==> src/rtl/seg7_display_writer.sv <==
// Encodes a 16-bit hex value plus dot mask into up to four 7-segment register writes.
// Optional feature macro: SEG7_LEADING_ZERO_BLANK_EN (blank zero nibbles above the top non-zero digit).
module seg7_display_writer #(
    parameter int unsigned WRITE_GAP      = 0,
    parameter bit          SKIP_UNCHANGED = 1'b1
) (
    input  logic        clk,
    input  logic        rst,
    input  logic        valid,
    input  logic [15:0] value,
    input  logic [3:0]  dots,
    output logic        ready,
    output logic        en_w,
    output logic [1:0]  waddr,
    output logic [7:0]  data,
    output logic [1:0]  dbg_state
);
    // Handshake: a request is taken on the rising edge where valid && ready; ready is high only
    // while idle, value/dots are captured on that edge only, and valid at any other time is ignored.
    typedef enum logic [1:0] {
        S_IDLE = 2'd0,
        S_SLOT = 2'd1,
        S_GAP  = 2'd2
    } state_t;

    localparam logic [3:0] GAP_CYCLES = 4'(WRITE_GAP);

    state_t      state;
    logic [15:0] val_q;
    logic [3:0]  dots_q;
    logic [1:0]  d;
    logic [3:0]  gap_cnt;
    logic [7:0]  shadow [4];
    logic [3:0]  shadow_vld;

    logic [3:0]  nib;
    logic        blank;
    logic [7:0]  slot_byte;
    logic        need_write;

    function automatic logic [6:0] encode(input logic [3:0] n);
        case (n)
            4'h0:    encode = 7'b1000000;
            4'h1:    encode = 7'b1111001;
            4'h2:    encode = 7'b0100100;
            4'h3:    encode = 7'b0110000;
            4'h4:    encode = 7'b0011001;
            4'h5:    encode = 7'b0010010;
            4'h6:    encode = 7'b0000010;
            4'h7:    encode = 7'b1111000;
            4'h8:    encode = 7'b0000000;
            4'h9:    encode = 7'b0010000;
            4'hA:    encode = 7'b0001000;
            4'hB:    encode = 7'b0000011;
            4'hC:    encode = 7'b1000110;
            4'hD:    encode = 7'b0100001;
            4'hE:    encode = 7'b0000110;
            default: encode = 7'b0001110;
        endcase
    endfunction

    always_comb begin
        nib   = val_q[{d, 2'b00} +: 4];
        blank = 1'b0;
`ifdef SEG7_LEADING_ZERO_BLANK_EN
        // Digit d is a leading zero when it and every higher nibble are zero; digit 0 always shows.
        blank = (d != 2'd0) && ((val_q >> {d, 2'b00}) == 16'h0000);
`else
        blank = 1'b0;
`endif
        slot_byte  = {dots_q[d], blank ? 7'h7F : encode(nib)};
        need_write = !SKIP_UNCHANGED || !shadow_vld[d] || (slot_byte != shadow[d]);
    end

    assign dbg_state = state;

    always_ff @(posedge clk or negedge rst) begin
        if (!rst) begin
            state      <= S_IDLE;
            ready      <= 1'b0;
            en_w       <= 1'b0;
            waddr      <= 2'd0;
            data       <= 8'h00;
            val_q      <= 16'h0000;
            dots_q     <= 4'h0;
            d          <= 2'd0;
            gap_cnt    <= 4'd0;
            shadow_vld <= 4'h0;
            for (int i = 0; i < 4; i++) shadow[i] <= 8'h00;
        end else begin
            en_w <= 1'b0;
            case (state)
                S_IDLE: begin
                    if (valid && ready) begin
                        val_q  <= value;
                        dots_q <= dots;
                        d      <= 2'd0;
                        ready  <= 1'b0;
                        state  <= S_SLOT;
                    end else begin
                        ready <= 1'b1;
                    end
                end
                S_SLOT: begin
                    if (need_write) begin
                        en_w          <= 1'b1;
                        waddr         <= d;
                        data          <= slot_byte;
                        shadow[d]     <= slot_byte;
                        shadow_vld[d] <= 1'b1;
                    end
                    if (need_write && (GAP_CYCLES != 4'd0)) begin
                        gap_cnt <= GAP_CYCLES - 4'd1;
                        state   <= S_GAP;
                    end else if (d == 2'd3) begin
                        state <= S_IDLE;
                    end else begin
                        d <= d + 2'd1;
                    end
                end
                S_GAP: begin
                    if (gap_cnt != 4'd0) begin
                        gap_cnt <= gap_cnt - 4'd1;
                    end else if (d == 2'd3) begin
                        state <= S_IDLE;
                    end else begin
                        d     <= d + 2'd1;
                        state <= S_SLOT;
                    end
                end
                default: state <= S_IDLE;
            endcase
        end
    end
endmodule

==> config.mk <==
export PLATFORM = sky130hd
export DESIGN_NAME = seg7_display_writer
export DESIGN_NICKNAME = d
export VERILOG_FILES = /design/src/rtl/seg7_display_writer.sv
export SDC_FILE = /design/constraint.sdc
export NUM_CORES = 1
export LEC_CHECK = 0
export BUFFER_PORTS_ARGS = -buffer_cell sky130_fd_sc_hd__buf_2
export CAP_MARGIN = 20
export CORE_MARGIN = 5
export CORE_UTILIZATION = 45
export DETAILED_ROUTE_END_ITERATION = 8
export PLACE_DENSITY = 0.62
export SETUP_SLACK_MARGIN = 0.1
export SLEW_MARGIN = 0
export SYNTH_ARGS = -nofsm -noshare
export SYNTH_HDL_FRONTEND = slang
export SYNTH_SLANG_ARGS = --single-unit
==> constraint.sdc <==
create_clock -name clk -period 4.7 [get_ports clk]
set_clock_uncertainty 0.15 [all_clocks]
set_input_delay 0 -clock clk [delete_from_list [all_inputs] [get_ports clk]]
set_output_delay 0 -clock clk [all_outputs]
set_load 0.02 [all_outputs]
==> flow_metrics.py <==
metrics = {
    "status": {
        "status": "finished, final reports clean",
    },
    "floorplan": {
        "total_die_area_um2": 9851,
        "rows": 32,
        "fp.coreArea_um2": 7727,
        "die_height_um": 99.25,
        "start_util_pct": 46.39,
        "ioPinCount": 37,
        "dieWidth_um": 99.25,
    },
    "global_routing": {
        "grt_overflow": 0,
        "grt_first_pass_wirelength_um": 11750,
        "grt_pass1_vias": 2296,
        "antenna_found_initial": 0,
        "maximum_number_of_pins_on_one_net_before_global_route_repair": 72,
        "global_route.usage.total_pct": 15.44,
    },
    "clock_network": {
        "clk_latency_ns": 0.35,
        "cts_clock_pin_slew_for_the_worst_setup_and_hold_paths_ns": 0.07,
        "clockRootBuffer": "clkbuf_8",
        "numCtsBuffers": 9,
        "cts_sinks": 71,
        "post_cts_resized": 0,
        "cts_tree": "done",
        "ctsLongestPathBuffers": 2,
        "cts.htree.levels": 3,
        "number_of_buffers_inserted_for_hold_repair_after_clock_tree_synthesis": 21,
        "cts_setup_buffers": 0,
    },
    "final_layout": {
        "flow.area_growth_from_synthesis_pct": 19.06,
        "area_of_the_multi_input_gates_um2": 1677,
        "seqCellArea_um2": 1777,
        "final.fill_count": 663,
        "final_net_count": 335,
        "layout-drive-gt1-share_pct": 46.41,
        "antenna_fix_cells": 0,
        "final_area_um2": 4268,
    },
    "routing": {
        "drt.antenna.violating_nets": 0,
        "wire_per_inst_um": 17.15,
        "drt_pass1_iterations": 5,
        "dr.first_iter.drc_count": 82,
        "route.final.wire_length_um": 6996,
        "route.detailed.vias_per_inst": 5.233,
        "route.detailed.drc": 0,
        "routed-via-count": 2135,
    },
    "logic_synthesis": {
        "synth-simple-area-share_pct": 4.677,
        "synth-xor-area-share_pct": 1.466,
        "synth.yosys.seq_area_share_pct": 49.56,
        "dominant_combinational_cell_family_by_area_after_synthesis": "multiplexers",
        "ys_warn_count": 0,
        "postSynthAreaPerCell_um2": 15.06,
        "synth-seq-cells": 71,
        "syn-instance-count": 238,
        "synth_nets": 272,
        "synth_compound_area_share_pct": 4.119,
        "yosysUniqueCellTypes": 33,
        "synth_area_um2": 3585,
        "post_synth_mux_area_share_pct": 32.57,
        "synthAdderAreaFrac_pct": 3.839,
    },
    "sta": {
        "relSlewSlack_pct": 26.95,
        "rsz0062_at_grt": "no",
        "timing_worst_slew_pin_value_ns": 1.093,
        "hold_violations": 0,
        "max_freq_ghz": 0.2541,
        "totalNegativeSetupSlack_ns": 0,
        "finalCriticalPeriod_ns": 3.935,
        "drv_slew": 0,
        "final_min_period_over_clock_period_pct": 83.72,
        "number_of_setup_violations_in_the_final_report": 0,
    },
    "run": {
        "drv_cap": 0,
    },
    "place": {
        "gp_congestion": 0.7711,
        "place.detailed.hpwl_um": 4608,
        "port_buffers": 35,
        "post_dp_cell_area_um2": 3835,
    },
    "setup_path": {
        "rr_startpoint": "d[0]",
        "worst-endpoint-arrival_ns": 4.01,
        "setup.worst_path.start_class": "flop",
        "rr_endpoint": "shadow[2]",
        "setup.reg_to_reg.worst_slack_ns": 0.76,
        "ws_path_type": "reg -> reg",
        "largest_driver_fanout_on_the_critical_path": 9,
        "ff2ff_path_depth": 9,
        "worstPathRequired_ns": 4.78,
        "worstSetupEndpointType": "flop",
    },
    "min_path": {
        "timing.hold.worst.class": "in -> async",
    },
}
-- synthesized netlist by cell type --
cell      instances  area share, %
a32o_1            1           0.28
nand3b_1          2           0.42
conb_1            1           0.10
nand2_1           5           0.52
clkbuf_8          3            1.2
xnor2_1           2           0.49
inv_1            11            1.2
buf_4             1           0.21
nor2_1            4           0.42
mux4_2            7            4.4
buf_6             3           0.94
dfrtp_1          71             50
nor4_4            1           0.59
a22o_1            2           0.49
mux4_1            8            5.9
nand3_1           4           0.56
a31oi_1           1           0.17
or3_2             1           0.21
clkbuf_1          2           0.21
ha_1             11            3.8
o21ai_0           4           0.56
mux4_4            2            1.4
or2_2             5           0.87
a22o_2            2           0.56
nor2b_1           4           0.70
and2_2            1           0.21
a31oi_2           4            1.4
a21oi_2           1           0.24
nand2b_1          1           0.17
xor2_1            4           0.98
mux2i_1           4            1.1
mux2_2           63             20
o21a_1            2           0.42
-- layer usage --
metal	vias up	wire [um]	GRT usage (%)
li1	994	-	-
met1	1101	3277	20.91
met2	30	3401	24.43
met3	10	195	3.015
met4	0	122	6.303
met5	-	0	0
-- area by class of cell --
class | count | share of cell area, %
clock buffers | 11 | 3.313
clock inverters | 5 | 1.906
well taps | 102 | 2.990
multi-input cells | 147 | 39.28
flip-flops and latches | 71 | 41.63
inverters | 11 | 0.9675
repair buffers | 61 | 9.909
-- metrics by stage --
stage	worst slack (ns)	utilization (%)	hold WS (ns)	std cells
CTS	0.7611	55.23	0.2513	408
finish	0.7649	55.23	0.2310	408
floorplan	1.193	-	-0.4456	238
detailed placement	0.8170	49.63	0.08627	371
global placement	0.8026	49.63	0.08145	371
global route	0.6114	55.23	0.2585	408
-- how the worst max path moves through the flow --
stage,cells after the start,slack [ns],to,start
after CTS,9,0.76,shadow[7],d[0]
after global placement,9,0.80,shadow[7],d[0]
after global routing,9,0.61,shadow[7],d[0]
after floorplan,11,1.19,data[0],d[0]
final,9,0.76,shadow[2],d[0]
after detailed placement,9,0.82,shadow[7],d[0]
-- cell families after synthesis --
group,count (synthesis)
adder cells (fa/ha/maj),11
other,1
AO/OA/AOI/OAI,17
XOR/XNOR,6
buffers and inverters,20
multiplexers,84
flip-flops,71
AND/OR/NAND/NOR,28
-- sequential cells by signal, summed over array words and instances (netlist names) --
register	count
ready	1
shadow	32
shadow_vld	4
d	2
waddr	2
dbg_state	1
data	8
val_q	16
dots_q	4
en_w	1
-- layout by cell type (no fill, tap or decap), drive strengths merged, types with 5 or more instances in the layout --
cell type,Yosys,final
a31oi,5,5
nand2,5,5
mux2,63,63
inv,11,11
mux4,17,17
buf,4,40
or2,5,5
ha,11,11
dlygate4sd3,0,21
dfrtp,71,71
clkbuf,5,11
-- critical path: stages (launching register included) --
cell and delay [ns]:
dfrtp_1 0.43, mux4_1 0.70, inv_1 0.18, ha_1 0.16, inv_1 0.05, mux4_1 0.62
xor2_1 0.32, nor4_4 0.12, a31oi_2 0.68, mux2_2 0.41
Power is left out: the tool's default activity adds up to more than one toggle a clock period on the data nets, which glitch-free logic cannot reach.
